**config.mk**
```make
export PLATFORM = sky130hd
export DESIGN_NAME = writer
export DESIGN_NICKNAME = d
export VERILOG_FILES = /design/src/rtl/writer.sv
export SDC_FILE = /design/constraint.sdc
export NUM_CORES = 1
export LEC_CHECK = 0
export ABC_AREA = 1
export CAP_MARGIN = 10
export CORE_MARGIN = 4
export CORE_UTILIZATION = 49
export DETAILED_ROUTE_END_ITERATION = 8
export PLACE_DENSITY = 0.83
export SETUP_SLACK_MARGIN = 0.4
export SLEW_MARGIN = 20
export SYNTH_ARGS = -nofsm -noshare
export SYNTH_HDL_FRONTEND = slang
export SYNTH_SLANG_ARGS = --single-unit
```
**constraint.sdc**
```tcl
create_clock -name clk -period 2.2 [get_ports clk]
set_input_delay 0.44 -clock clk [delete_from_list [all_inputs] [get_ports clk]]
set_output_delay 0.44 -clock clk [all_outputs]
set_load 0.01 [all_outputs]
```
**src/rtl/writer.sv**
```systemverilog
// Avalon-MM write master: stores one NDWORDS x 32-bit block as 2*NDWORDS halfword beats
// at baseaddr + index*4*NDWORDS, with a one-deep pending slot for gap-free streaming.
module writer #(
    parameter int NDWORDS = 1,
    localparam int BLOCKSZ = 32 * NDWORDS
) (
    input  logic               clk,
    input  logic               reset,
    input  logic [31:0]        baseaddr,
    input  logic [31:0]        index,
    input  logic               write,
    input  logic [BLOCKSZ-1:0] data,
    output logic               ready,
    output logic               done,
    output logic               avm_m0_write,
    output logic [31:0]        avm_m0_address,
    output logic [15:0]        avm_m0_writedata,
    output logic [1:0]         avm_m0_byteenable,
    input  logic               avm_m0_waitrequest
);

    localparam int          NBEATS      = 2 * NDWORDS;
    localparam int          CNT_W       = $clog2(NBEATS);
    localparam logic [31:0] BLOCK_BYTES = 32'(4 * NDWORDS);

    typedef enum logic {
        IDLE,
        WRITE
    } state_t;

    state_t             state;
    logic [CNT_W-1:0]   beat_cnt;
    logic [BLOCKSZ-1:0] act_rest;     // halfwords not yet presented, next one in [15:0]
    logic               pend_valid;
    logic [31:0]        pend_addr;
    logic [BLOCKSZ-1:0] pend_data;

    logic               accept;
    logic               beat_ack;
    logic               last_beat;
    logic               load;
    logic [31:0]        load_addr;
    logic [BLOCKSZ-1:0] load_data;

    assign ready             = !pend_valid;
    assign avm_m0_byteenable = 2'b11;

    assign accept    = write && ready;
    assign beat_ack  = (state == WRITE) && !avm_m0_waitrequest;
    assign last_beat = (beat_cnt == CNT_W'(NBEATS - 1));

    // A new active block starts from idle, or straight off a final beat when a
    // block is waiting (pending first, otherwise a request arriving this cycle).
    assign load = ((state == IDLE) && accept) ||
                  (beat_ack && last_beat && (pend_valid || accept));

    // NOTE: every signal assigned in always_comb gets a default first so no latch is inferred.
    always_comb begin
        load_addr = baseaddr + index * BLOCK_BYTES;
        load_data = data;
        if (pend_valid) begin
            load_addr = pend_addr;
            load_data = pend_data;
        end
    end

    // NOTE: state registers use non-blocking assignments only; the data holding registers
    // are reset as well so a discarded block never leaks onto the bus after reset.
    always_ff @(posedge clk or negedge reset) begin
        if (!reset) begin
            state            <= IDLE;
            beat_cnt         <= '0;
            act_rest         <= '0;
            pend_valid       <= 1'b0;
            pend_addr        <= '0;
            pend_data        <= '0;
            done             <= 1'b0;
            avm_m0_write     <= 1'b0;
            avm_m0_address   <= '0;
            avm_m0_writedata <= '0;
        end else begin
            done <= beat_ack && last_beat;

            if (load) begin
                state            <= WRITE;
                beat_cnt         <= '0;
                avm_m0_write     <= 1'b1;
                avm_m0_address   <= load_addr;
                avm_m0_writedata <= load_data[15:0];
                act_rest         <= load_data >> 16;
            end else if (beat_ack && last_beat) begin
                state        <= IDLE;
                avm_m0_write <= 1'b0;
            end else if (beat_ack) begin
                beat_cnt         <= beat_cnt + CNT_W'(1);
                avm_m0_address   <= avm_m0_address + 32'd2;
                avm_m0_writedata <= act_rest[15:0];
                act_rest         <= act_rest >> 16;
            end

            // The pending slot drains when the active block finishes, and fills
            // from a request accepted mid-block.
            if (pend_valid && beat_ack && last_beat) begin
                pend_valid <= 1'b0;
            end else if (accept && (state == WRITE) && !(beat_ack && last_beat)) begin
                pend_valid <= 1'b1;
                pend_addr  <= load_addr;
                pend_data  <= data;
            end
        end
    end

endmodule
```
Word level (Yosys, flattened, before mapping)
Index checks and enable logic that the tools add are counted.

Word-level logic and storage cells: 52. Bits in registers: 148.

Reduce and logical (&&, ||, !) cells: 19. Mux-type cells: 18. Bitwise logic cells: 2. Eq/ne operators: 1. Add/subtract/negate cells: 3.

Operator list (count): two-way mux 32 bit (8); two-way mux 16 bit (3); adder 32 x 2 -> 32 bit (second input constant) (1); adder 32 bit (1); logical AND 1 bit (9); two-way mux 1 bit (7); nonzero test 2 bit (3); AND reduction 2 bit (2); logical NOT 1 bit (3); logical OR 1 bit (2); != test 2 bit (second input constant) (1); NOT 1 bit (2); adder 1 bit (second input constant) (1).

Logic depth before layout (Yosys ltp)
Word-level depth: 7. Gate-level depth with buffers: 14. Mapped depth without buffers: 14.

Least setup slack after synthesis
Ideal clock, no wire load.

Path kind: input to register. Start point: input baseaddr[2]. End point: register pend_addr[22]. Arrival: 1.875 ns. Path slack: 0.208 ns. Path buffers: 0. Data required time: 2.083 ns. Stages: 12. Library setup time: 0.117 ns. Cell sequence: ha_1 > fa_1 > nand3_1 > nand3_1 > nand3_1 > nand3b_1 > nand2_1 > nand2_1 > nand2_1 > nand3_1 > nor2_1 > nor2_1.

Cells in the longest elaborated chain, start to end: 2.

RTL lines: start: declaration (line 9) `input logic [31:0] baseaddr,`; adder 32 bit (line 59) `load_addr = baseaddr + index * BLOCK_BYTES;`; two-way mux 32 bit (line 61) `if (pend_valid) begin`; end signal: assignment (line 107) `pend_addr <= load_addr;`; end: declaration (line 35) `logic [31:0] pend_addr;`.

No other way between the ends. A chain may end at the register's enable or synchronous reset.

Worst setup path in the final report
Start point: input baseaddr[8]. End point: register pend_addr[13].

The elaborated chain is that of the path after synthesis.

==> results.ini <==
[cells_and_area]
finalNonFillerCells=1741
fin_nets=1633
syn_to_final_growth_pct=45.3
drive_above_1_share=0.230

[placement]
place_congestion=0.933
placed_cells=1679
pre_cts_ws_ns=-0.341
dp_hpwl_um=18800
port_buffers=148

[routing]
vias_per_cell=5.56
dr.pass1.iters=8
wl_per_cell_um=16.6
drt-total-wl_um=29000
drc=0
ant_nets=0
drt-initial-drc-count=1011
num_vias=9680

[clocking]
root_buffer=clkbuf_16
cts_buffers=17
clock_path_buffers=2
cts_tree=built
holdBufCountCts=0
path_clk_slew_ns=0.07
worstSkewPairLatency_ns=0.42
cts.sinks=132
h-tree-depth=4

[sta]
worstMarginPinSlew_ns=0.600
fmax_mhz=549
hold_viol=2
fin_crit_ns=1.82
hold_slack_ns=-0.00295
fin_crit_sh=0.828
setup_viol=0
fin_skew_ns=0.00867
relSlewSlack=0.600
drv_slew=0
rsz0062_at_grt=yes
setup_slack_ns=0.378

[worst_setup_path]
crit_type=primary input to flop
arrival_ns=2.13
end_kind=flop
startpoint_type=primary input
worst-path-max-fanout=4
cp.required_ns=2.50

[yosys]
yosysMostFrequentCell=nand2_1
synthDistinctLibCells=48
yosys_warnings=0
synth.largest_area_cell=dfrtp_1
synth_seq_cells=132
netlist_top_cells_area=dfrtp_1 38%, nand2_1 18%, inv_1 8.7%
yosysSeqAreaShare=0.377
yosys-top-cells-count=418 x nand2_1, 204 x inv_1, 132 x dfrtp_1
synth_edf_count=0
ys_async_sr_fraction=1.00
yosysTopAreaCellShare=0.377
synth.cell_area_um2=8760
synthFlopType=dfrtp_1
syn_inst=1280
synth.avg_cell_area_um2=6.84

[power_and_ir_drop]
p_switching_mw=6.39
power.share.clock=0.201
p_per_area_nw_per_um2=1150
p_leak_nw=6.47
power_frac_comb=0.497
total_power_mw=14.7
seqPwrFrac=0.303
p_int_mw=8.27
switching_share=0.436
vdd_drop_max_uv=936

[outcome]
status=finished with violations
failed_checks=hold timing

[die]
ios=153
die_y_um=142
die_area_um2=20100
num_rows=48
initial_utilization=0.503
coreArea_um2=17400
die_x_um=142

[global_routing]
grt_pass1_vias=9263
antenna_found_initial=1
grt_pass1_wl_um=44400
grtUsageTotal=0.272
grt_overflow=0
grt_max_degree=67

[run]
maxCapViolCount=0

[hold_path]
min_path_type=primary input to async pin

[placed cells by master (no fill, tap or decap), types with 21 or more instances in the layout]
| cell | synthesis | layout |
|---|---|---|
| nor2_1 | 101 | 74 |
| o21ai_0 | 93 | 91 |
| inv_1 | 204 | 196 |
| dlygate4sd2_1 | 0 | 70 |
| dfrtp_1 | 132 | 117 |
| clkdlybuf4s50_1 | 0 | 54 |
| nand2_2 | 2 | 52 |
| nor2_2 | 1 | 21 |
| nand3_1 | 67 | 44 |
| a21oi_1 | 38 | 23 |
| buf_4 | 2 | 90 |
| ha_4 | 0 | 28 |
| nand2_1 | 418 | 355 |
[layout make-up]
type                            instances  area, um^2
Inverter                              207         785
Antenna cell                            1        2.50
Sequential cell                       132        3320
Tap cell                              225         282
Clock buffer                           17         425
Clock inverter                         15         183
Fill cell                            1202        4690
Multi-Input combinational cell        897        5470
Timing Repair Buffer                  247        2260
[worst max-delay path, stage by stage]
cell and delay, ns:
dlygate4sd2_1 0.27, ha_4 0.33, nand2_4 0.08, nor2_2 0.13, nand3_2 0.08, nand2_2 0.11
nand2_2 0.07, nand2_4 0.11, inv_1 0.07, a21oi_1 0.14, o21ai_1 0.15, nand2_1 0.08
o21ai_0 0.07
[worst paths after layout]
kind                                   start  cells after the start  slack (ns)            endpoint
hold reg to reg            avm_m0_address[0]                      2        0.48   avm_m0_address[0]
hold / removal                         reset                      1      -0.003       pend_data[18]
setup / recovery                 baseaddr[8]                     13        0.38       pend_addr[13]
max in group asynchronous              reset                      2        1.52   avm_m0_address[3]
setup reg to reg           avm_m0_address[6]                      9        0.44  avm_m0_address[17]
min in group clk           avm_m0_address[0]                      2        0.48   avm_m0_address[0]
[routing by layer]
| metal | share of wire | global-route usage | vias up |
|---|---|---|---|
| met5 | 0 | 0 | - |
| met4 | 0.038 | 0.106 | 0 |
| met3 | 0.087 | 0.0522 | 106 |
| met2 | 0.48 | 0.440 | 511 |
| met1 | 0.40 | 0.362 | 4523 |
| li1 | - | - | 4540 |
[flip-flops by register name, summed over array words and instances, names as in the netlist]
name and count:
state 1, pend_addr 32, pend_data 32, done 1
beat_cnt 1, avm_m0_writedata 16, pend_valid 1, act_rest 16
avm_m0_address 32
[metrics by stage]
| step | TNS [ns] | util | instance area (um^2) |
|---|---|---|---|
| final | 0 | 0.731 | 12700 |
| after global routing | 0 | 0.731 | 12700 |
| after CTS | 0 | 0.704 | 12300 |
| after detailed placement | -11.19 | 0.628 | 10900 |
| after global placement | -9.19 | 0.628 | 10900 |
| after floorplan | 0 | - | 8800 |
[what timing repair did]
item,CTS,global route
pin swaps,34,45
buffers inserted,18,11
resized for setup,214,121
endpoints found under the setup margin,80,70
[cells by family after synthesis]
logic type                 count (synthesis)  share of synthesized area
buffers and inverters                    252                      0.115
AOI/OAI and AO/OA                        200                      0.135
DFF                                      132                      0.377
other                                      1                   0.000428
and+or+nand+nor                          640                      0.303
muxes                                      5                    0.00571
xor gates and xnor gates                  19                     0.0190
adders and majority gates                 31                     0.0451
[power groups by stage]
stage                     registers, mW  logic, mW  clock network, mW
after floorplan                    4.41       3.92                  0
after global placement             4.39       6.38                  0
after detailed placement           4.43       6.59                  0
after CTS                          4.40       6.90               2.95
after global routing               4.57       8.01               3.08
final                              4.44       7.28               2.94
No activity file was read; power rests on OpenSTA's default activity.
